==> src/rtl/mc_b_sched.sv <==
// Round-robin write scheduler for a small MC_B-style bank: arbitrates two writers,
// drives the IncB/WEB/DataInB control encoding and mirrors bank address and fill level.
module mc_b_sched #(
    parameter int DW    = 8,
    parameter int DEPTH = 4,
    localparam int AW   = $clog2(DEPTH),
    localparam int CW   = $clog2(DEPTH + 1)
) (
    input  logic          clock,
    input  logic          Reset,
    input  logic          ReqA,
    input  logic [DW-1:0] DataA,
    input  logic          ReqB,
    input  logic [DW-1:0] DataB,
    input  logic          Flush,
    output logic          GntA,
    output logic          GntB,
    output logic          IncB,
    output logic          WEB,
    output logic [DW-1:0] DataInB,
    output logic [AW-1:0] AddrMirror,
    output logic [CW-1:0] Count,
    output logic          Full,
    output logic          Done
);

    typedef enum logic [1:0] {
        S_IDLE  = 2'd0,
        S_WRITE = 2'd1,
        S_FULL  = 2'd2,
        S_CLEAR = 2'd3
    } state_t;

    state_t        r_state;
    state_t        w_state_next;
    logic          r_last_b;
    logic          w_pick_a;

    logic          w_last_b_next;
    logic          w_inc_next;
    logic          w_web_next;
    logic          w_gnta_next;
    logic          w_gntb_next;
    logic [DW-1:0] w_data_next;
    logic [AW-1:0] w_addr_next;
    logic [CW-1:0] w_count_next;
    logic          w_full_next;
    logic          w_done_next;

    // A wins when it is alone or when B was the last one served.
    assign w_pick_a = ReqA && (!ReqB || r_last_b);

    always_ff @(posedge clock or negedge Reset) begin
        if (!Reset) begin
            r_state    <= S_IDLE;
            r_last_b   <= 1'b1;
            IncB       <= 1'b1;
            WEB        <= 1'b0;
            GntA       <= 1'b0;
            GntB       <= 1'b0;
            DataInB    <= '0;
            AddrMirror <= '0;
            Count      <= '0;
            Full       <= 1'b0;
            Done       <= 1'b0;
        end else begin
            r_state    <= w_state_next;
            r_last_b   <= w_last_b_next;
            IncB       <= w_inc_next;
            WEB        <= w_web_next;
            GntA       <= w_gnta_next;
            GntB       <= w_gntb_next;
            DataInB    <= w_data_next;
            AddrMirror <= w_addr_next;
            Count      <= w_count_next;
            Full       <= w_full_next;
            Done       <= w_done_next;
        end
    end

    always_comb begin
        w_state_next = r_state;
        case (r_state)
            S_IDLE: begin
                if (Flush)              w_state_next = S_CLEAR;
                else if (ReqA || ReqB)  w_state_next = S_WRITE;
            end
            S_WRITE: begin
                if (Count == CW'(DEPTH - 1)) w_state_next = S_FULL;
                else                         w_state_next = S_IDLE;
            end
            S_FULL: begin
                if (Flush) w_state_next = S_CLEAR;
            end
            S_CLEAR: w_state_next = S_IDLE;
            default: w_state_next = S_IDLE;
        endcase
    end

    // Outputs are registered: compute the values for the state being entered,
    // plus the bookkeeping performed on the edge that leaves WRITE or CLEAR.
    always_comb begin
        w_last_b_next = r_last_b;
        w_inc_next    = 1'b1;
        w_web_next    = 1'b0;
        w_gnta_next   = 1'b0;
        w_gntb_next   = 1'b0;
        w_data_next   = DataInB;
        w_addr_next   = AddrMirror;
        w_count_next  = Count;
        w_full_next   = Full;
        w_done_next   = 1'b0;

        case (w_state_next)
            S_WRITE: begin
                w_inc_next    = 1'b0;
                w_web_next    = 1'b1;
                w_gnta_next   = w_pick_a;
                w_gntb_next   = !w_pick_a;
                w_data_next   = w_pick_a ? DataA : DataB;
                w_last_b_next = !w_pick_a;
            end
            S_CLEAR: begin
                w_inc_next = 1'b0;
                w_web_next = 1'b0;
            end
            default: ;
        endcase

        case (r_state)
            S_WRITE: begin
                w_addr_next  = (AddrMirror == AW'(DEPTH - 1)) ? '0 : AddrMirror + AW'(1);
                w_count_next = Count + CW'(1);
                w_full_next  = (Count == CW'(DEPTH - 1));
            end
            S_CLEAR: begin
                w_addr_next  = '0;
                w_count_next = '0;
                w_full_next  = 1'b0;
                w_done_next  = 1'b1;
            end
            default: ;
        endcase
    end

endmodule

==> config.mk <==
export PLATFORM = sky130hd
export DESIGN_NAME = mc_b_sched
export DESIGN_NICKNAME = d
export VERILOG_FILES = /design/src/rtl/mc_b_sched.sv
export SDC_FILE = /design/constraint.sdc
export NUM_CORES = 1
export LEC_CHECK = 0
export CAP_MARGIN = 30
export CELL_PAD_IN_SITES_DETAIL_PLACEMENT = 0
export CELL_PAD_IN_SITES_GLOBAL_PLACEMENT = 1
export CORE_MARGIN = 2
export CORE_UTILIZATION = 31
export CTS_CLUSTER_DIAMETER = 120
export DETAILED_ROUTE_END_ITERATION = 7
export HOLD_SLACK_MARGIN = 0.05
export PLACE_DENSITY_LB_ADDON = 0.25
export RECOVER_POWER = 25
export SETUP_SLACK_MARGIN = 0.02
export SYNTH_ARGS = -nofsm -noshare
export SYNTH_HDL_FRONTEND = slang
export SYNTH_SLANG_ARGS = --single-unit
==> constraint.sdc <==
create_clock -name clock -period 1.9 [get_ports clock]
set_clock_uncertainty 0.15 [all_clocks]
set_input_delay 0.475 -clock clock [delete_from_list [all_inputs] [get_ports clock]]
set_output_delay 0.475 -clock clock [all_outputs]
set_load 0.05 [all_outputs]
# == After elaboration in Yosys (flattened, before gate mapping) ==
# Index checks and enable logic that the tools add are counted.
# word_totals
inputBits,21
out_inout_bits,19
regBits,22
# op_classes
reduce_logical,8
n_eq_ne,7
addsub,2
mux,15
# ops
op,n
two-way mux 2 bit,5
"== test 2 bit, second input constant",4
two-way mux 8 bit,1
one-hot mux 2 bit (4 select lines),1
one-hot mux 3 bit (2 select lines),1
two-way mux 1 bit,5
"== test 2 x 1 -> 1 bit, second input constant",2
one-hot mux 2 bit (2 select lines),1
"adder 3 x 1 -> 3 bit, second input constant",1
"== test 3 x 2 -> 1 bit, second input constant",1
"adder 2 x 1 -> 2 bit, second input constant",1
zero test 1 bit,2
zero test 2 bit,1
logical OR 1 bit,2
one-hot mux 1 bit (2 select lines),1
nonzero test 2 bit,1
OR reduction 2 bit,1
logical AND 1 bit,1

# == Depth between registers and ports, before layout ==
# Gate-level depths: netlist of the first run.
# depth
depth_word,7
ltp_mapped,4
ltp_nobuf,4

# == Least setup slack after synthesis of the first run ==
# Ideal clock, no wire load.
# synth_timing
path_type,in2reg
from,input Flush
to,register DataInB[0]
t_arrival_ns,1.219
stages,3
setup_ns,0.123
setup_slack_ns,0.408
cell_sequence,nor3_1 -> nand3_2 -> o221a_2
# synth_between
elab_chain_len,3
# synth_rtl
element,line_no,source
from (decl),15,"input logic Flush,"
two-way mux 2 bit (on tied branches),"93, 85",
one-hot mux 2 bit (4 select lines) (*),83,case (r_state)
== test 2 x 1 -> 1 bit (*),114,case (w_state_next)
to (signal assigned),73,DataInB <= w_data_next;
to (decl),20,"output logic [DW-1:0] DataInB,"
# Mark *: on every way between the ends. The rest lies on a longest branch, timed or not.
# A chain may end at the register's enable or synchronous reset.

# == Worst setup path in the final report of the first run ==
# layout_timing
from,input Flush
to,register DataInB[1]
# Same word-level chain as after synthesis.

==> flow_metrics.py, run 1 <==
metrics = {
    "status": {
        "outcome": "complete, no violations",
    },
    "clock_network": {
        "cts_tree": "yes",
        "clockRootBuffer": "clkbuf_4",
        "clk_latency_ns": 0.31,
        "cts_buffers": 3,
        "cts_setup_buffers": 0,
        "clockBufferDepth": 2,
        "hold_buffers": 0,
        "clock_sinks": 22,
        "htree_levels": 1,
        "cts.clk_slew.worst_paths_ns": 0.11,
        "post_cts_resized": 0,
    },
    "global_routing": {
        "grt_pass1_vias": 731,
        "grt-ovfl-total": 0,
        "grt_antenna_before_repair": 0,
        "grt_first_pass_wirelength_mm": 3.28,
        "grt_max_degree": 23,
        "grt_usage_pct": 12.7,
    },
    "sta": {
        "slew_headroom_pct": 63.8,
        "slew_violations": 0,
        "timing.final.crit_share_pct": 89.0,
        "fmax_ghz": 0.591,
        "layout_min_cycle_time_ns": 1.69,
        "finalSetupViolations": 0,
        "worst_slew_pin_slew_ns": 0.544,
        "rsz0062_at_grt": "false",
        "final_hold_viol_count": 0,
    },
    "setup_path": {
        "cp.arrival_ns": 1.74,
        "endpoint": "DataInB[1]",
        "end_kind": "flip-flop",
        "crit_type": "in2reg",
        "worstSetupStartpoint": "Flush",
        "r2r_cells": 3,
        "path_max_fanout": 9,
        "r2r_slack_ns": 0.33,
        "reg2reg_from": "r_state[1]",
        "required_ns": 1.95,
        "critPathLaunchType": "input port",
        "r2r-end": "DataInB[1]",
    },
    "place": {
        "place_congestion": 0.696,
        "place.port_buffers": 39,
        "place_hpwl_mm": 1.51,
        "dpl_cell_area_um2": 1420,
    },
    "synthesis": {
        "yosys.cell_types.count": 22,
        "yosysSeqAreaShare_pct": 58.8,
        "netlist_instances": 76,
        "avgSynthCellArea_um2": 12.4,
        "ys_seq_elements": 22,
        "synthArstFlopShare_pct": 100,
        "ys_warn_count": 0,
        "ys.flop_type": "dfrtp_1",
        "synth-edff-count": 0,
        "netlist_area_um2": 941,
        "syn-num-nets": 100,
    },
    "route": {
        "vias": 755,
        "drc": 0,
        "wl_per_cell_um": 13.3,
        "drt_iter0_markers": 7,
        "wirelength_mm": 2.06,
        "antenna_left": 0,
        "dr.pass1.iters": 2,
        "viasPerCell": 4.87,
    },
    "power_and_ir_drop": {
        "leakagePower_nw": 0.655,
        "cellPowerDensity_nw_per_um2": 1740,
        "max-vdd-ir-drop_uv": 681,
    },
    "layout": {
        "nets": 149,
        "drive_gt1_share_pct": 33.9,
        "final_core_util_pct": 51.1,
        "antenna_cells": 0,
        "fin_area_um2": 1450,
        "areaGrowthSynthToFinish_pct": 53.7,
        "layout_common_cells": "dfrtp_1, buf_4, clkdlybuf4s50_1",
    },
    "die": {
        "die_area_um2": 3490,
        "die_w_um": 59.1,
        "num_rows": 19,
        "ios": 40,
        "core_um2": 2830,
        "die_h_um": 59.1,
        "start_util_pct": 33.3,
    },
    "run": {
        "maxCapViolations": 0,
    },
    "hold_path": {
        "hp-class": "reg2reg",
    },
}
[cell usage after synthesis, types with 2 or more instances]
master    instances  share of area (%)
nand2b_1          3                2.0
nand2_1           4                1.6
ha_1              3                4.0
dfstp_2           2                5.6
o221a_2           8                9.6
dfrtp_1          20                 53
o21bai_1          9                7.2
o21ai_0           4                2.1
nand3_2           2                2.1
inv_1             6                2.4
nor2_1            4                1.6
[metal layers]
| metal | global-route usage [%] | vias to the layer above | wire length [um] |
|---|---|---|---|
| met5 | 0 | - | 0 |
| met4 | 5.84 | 0 | 17 |
| met3 | 3.06 | 2 | 120 |
| met2 | 19.8 | 28 | 993 |
| met1 | 16.7 | 352 | 929 |
| li1 | - | 373 | - |
[cells by family after synthesis]
logic type	Yosys count	share of synthesized area, %
compound gates	25	22.2
fa+ha+maj	3	3.99
buf+inv	8	3.99
flops	22	58.8
mux	1	1.06
simple gates	17	9.97
[critical path: stages]
cell,delay [ns]
clkdlybuf4s50_1,0.46
nor3_1,0.15
buf_4,0.14
nand3_2,0.19
o221a_2,0.33
[power breakdown]
group | leakage (nW) | switching [W] | internal [W]
combinational | 0.375 | 0.000846 | 0.000623
clock | 0.0150 | 0.000142 | 0.0000820
sequential | 0.265 | 0.000150 | 0.000674
total | 0.655 | 0.00114 | 0.00138
[per-stage QoR]
| step | setup TNS, ns | std cells | power, W | hold slack [ns] | worst slack (ns) |
|---|---|---|---|---|---|
| finish | 0 | 155 | 0.00252 | 0.375 | 0.209 |
| global route | 0 | 155 | 0.00265 | 0.405 | 0.168 |
| CTS | 0 | 155 | 0.00255 | 0.348 | 0.188 |
| detailed placement | -1.16 | 151 | 0.00232 | 0.370 | -0.147 |
| global placement | -1.03 | 151 | 0.00230 | 0.360 | -0.124 |
| floorplan | 0 | 76 | 0.00176 | 0.0294 | 0.408 |
[sequential cells by signal (all words and copies together), names as in the netlist]
name,cells
IncB,1
r_last_b,1
GntA,1
AddrMirror,2
Done,1
r_state,2
Count,3
DataInB,8
WEB,1
Full,1
GntB,1
[final cells by class]
type	count	area (um^2)
Multi-Input combinational cell	46	350
Tap cell	31	38.8
Timing Repair Buffer	46	455
Inverter	6	22.5
Fill cell	252	1380
Clock buffer	4	26.3
Sequential cell	22	553
[how the worst min path moves through the flow]
stage | endpoint | start | slack (ns) | cells after the start
after floorplan | AddrMirror[0] | Reset | 0.03 | 0
after global placement | Full | Full | 0.36 | 2
after detailed placement | Full | Full | 0.37 | 2
after CTS | Count[2] | Reset | 0.35 | 2
after global routing | Full | Full | 0.41 | 2
final | Full | Full | 0.37 | 2
Power figures use the tool's default switching activity.
==> inputs of run 2 (changes only) <==
--- a/config.mk
+++ b/config.mk
@@ -9,13 +9,15 @@
 export CELL_PAD_IN_SITES_DETAIL_PLACEMENT = 0
 export CELL_PAD_IN_SITES_GLOBAL_PLACEMENT = 1
 export CORE_MARGIN = 2
-export CORE_UTILIZATION = 31
+export CORE_UTILIZATION = 33
+export CTS_BUF_LIST = sky130_fd_sc_hd__clkbuf_8
 export CTS_CLUSTER_DIAMETER = 120
 export DETAILED_ROUTE_END_ITERATION = 7
 export HOLD_SLACK_MARGIN = 0.05
 export PLACE_DENSITY_LB_ADDON = 0.25
 export RECOVER_POWER = 25
 export SETUP_SLACK_MARGIN = 0.02
+export SLEW_MARGIN = 5
 export SYNTH_ARGS = -nofsm -noshare
 export SYNTH_HDL_FRONTEND = slang
 export SYNTH_SLANG_ARGS = --single-unit
==> run 2 against run 1 <==
Net effect: combinational power barely moved; design area is 0.95% higher; global-route usage down 0.20 points; worst setup slack worse by 0.078 ns; cell count is 1.3% lower; utilization up 2.3 points.
==> flow_metrics.py, run 2 (synthesis results as in run 1) <==
metrics = {
    "layout": {
        "largest_reg_flops": 8,
        "drive_gt1_share_pct": 33.6,
        "antenna_cells": 0,
        "nets": 147,
        "layout_common_cells": "dfrtp_1, clkdlybuf4s50_1, buf_4",
        "mostFrequentLayoutCell": "dfrtp_1",
        "areaGrowthSynthToFinish_pct": 55.2,
        "reg_top3": "DataInB (8), Count (3)",
        "top_register": "DataInB",
        "fin_cells": 153,
    },
    "run": {
        "maxCapViolations": 0,
    },
    "route": {
        "antenna_left": 0,
        "wl_per_cell_um": 12.8,
        "wirelength_mm": 1.96,
        "drt_iter0_markers": 17,
        "dr.pass1.iters": 2,
        "vias": 754,
        "drc": 0,
        "viasPerCell": 4.93,
    },
    "power_and_ir_drop": {
        "cellPowerDensity_nw_per_um2": 1790,
        "max-vdd-ir-drop_uv": 973,
        "leakagePower_nw": 0.661,
        "power_w": 0.00262,
    },
    "die": {
        "num_rows": 19,
        "core_um2": 2730,
        "die_area_um2": 3290,
        "die_w_um": 57.4,
        "die_h_um": 57.4,
        "start_util_pct": 34.4,
        "ios": 40,
    },
    "sta": {
        "fmax_ghz": 0.565,
        "worst_slew_pin_slew_ns": 0.555,
        "timing.final.crit_share_pct": 93.1,
        "finalSetupViolations": 0,
        "slew_violations": 0,
        "fin_setup_tns_ns": 0,
        "final_hold_viol_count": 0,
        "slew_headroom_pct": 63.0,
        "layout_min_cycle_time_ns": 1.77,
        "worst_slack_ns": 0.130,
        "rsz0062_at_grt": "false",
    },
    "place": {
        "place_congestion": 0.664,
        "pre_cts_slack_ns": -0.140,
        "placed_cells": 149,
        "place_hpwl_mm": 1.46,
        "place.port_buffers": 39,
    },
    "clock_network": {
        "clockRootBuffer": "clkbuf_8",
        "clock_sinks": 22,
        "clk_latency_ns": 0.26,
        "htree_levels": 1,
        "clockBufferDepth": 2,
        "cts.clk_slew.worst_paths_ns": 0.08,
        "post_cts_resized": 0,
        "cts_tree": "yes",
        "hold_buffers": 0,
        "cts_setup_buffers": 0,
        "cts_buffers": 3,
    },
    "setup_path": {
        "cp.arrival_ns": 1.82,
        "r2r_cells": 3,
        "end_kind": "flip-flop",
        "worstSetupStartpoint": "Flush",
        "reg2reg_from": "r_state[1]",
        "crit_type": "in2reg",
        "slowest_delay_ns": 0.48,
        "critPathTopFamily": "simple AND/OR/NAND/NOR gates",
        "path_depth": 4,
        "path_buf_inv": 1,
        "path_cells": "clkdlybuf4s50_1, or3_1, o21bai_1, o221a_2",
        "required_ns": 1.95,
        "path_max_fanout": 9,
        "critPathLaunchType": "input port",
        "slowest_stage": "or3_1",
    },
    "global_routing": {
        "grt_pass1_vias": 724,
        "grt_usage_pct": 12.5,
        "grt_max_degree": 23,
        "grt_first_pass_wirelength_mm": 3.16,
        "grt-ovfl-total": 0,
        "grt_antenna_before_repair": 0,
    },
    "hold_path": {
        "hp-class": "reg2reg",
        "worstHoldPathCells": 2,
        "holdCritStartpoint": "Full",
    },
    "status": {
        "outcome": "complete, no violations",
    },
}
## run 2: area by class of cell
class                           instances  area, um^2
Tap cell                               31        38.8
Timing Repair Buffer                   44         440
Multi-Input combinational cell         46         350
Inverter                                6        22.5
Fill cell                             251        1270
Clock buffer                            4        55.1
Sequential cell                        22         553
## run 2: path summary, 6_finish.rpt
kind	to	slack, ns
worst min register to register	Full	0.37
worst max register to register	DataInB[5]	0.32
max in group asynchronous	IncB	0.65
worst max-delay path	DataInB[5]	0.13
worst min-delay path	Full	0.37
min in group asynchronous	Done	0.58
## run 2: worst register-to-register path, stage by stage, from the launching register on
cell,delay [ns]
dfrtp_1,0.44
or3_1,0.54
o21bai_1,0.20
o221a_2,0.19
## run 2: per-stage QoR
step / utilization [%] / hold slack [ns] / cell area (um^2)
finish: 53.4 / 0.373 / 1460
global route: 53.4 / 0.409 / 1460
CTS: 53.5 / 0.380 / 1460
detailed placement: 51.5 / 0.366 / 1410
global placement: 51.5 / 0.360 / 1410
floorplan: - / 0.0294 / 941
## run 2: metal layers
metal | GRT usage, % | part of all wire, % | vias to the layer above
met1 | 15.4 | 44 | 361
li1 | - | - | 366
met5 | 0 | 0 | -
met4 | 5.98 | 0.82 | 0
met3 | 2.04 | 6.2 | 2
met2 | 21.3 | 49 | 25
## run 2: report_power, final
group	internal, W	leakage [nW]	switching (W)
clock network	0.000184	0.0288	0.000149
registers	0.000675	0.265	0.000153
logic	0.000615	0.367	0.000842
total	0.00148	0.661	0.00114
==> inputs of run 3 (changes only) <==
--- a/config.mk
+++ b/config.mk
@@ -5,6 +5,7 @@
 export SDC_FILE = /design/constraint.sdc
 export NUM_CORES = 1
 export LEC_CHECK = 0
+export ABC_CLOCK_PERIOD_IN_PS = 1900
 export CAP_MARGIN = 30
 export CELL_PAD_IN_SITES_DETAIL_PLACEMENT = 0
 export CELL_PAD_IN_SITES_GLOBAL_PLACEMENT = 1
==> results of run 3 <==
The final DEF is identical to that of run 2; final timing and power are the same.
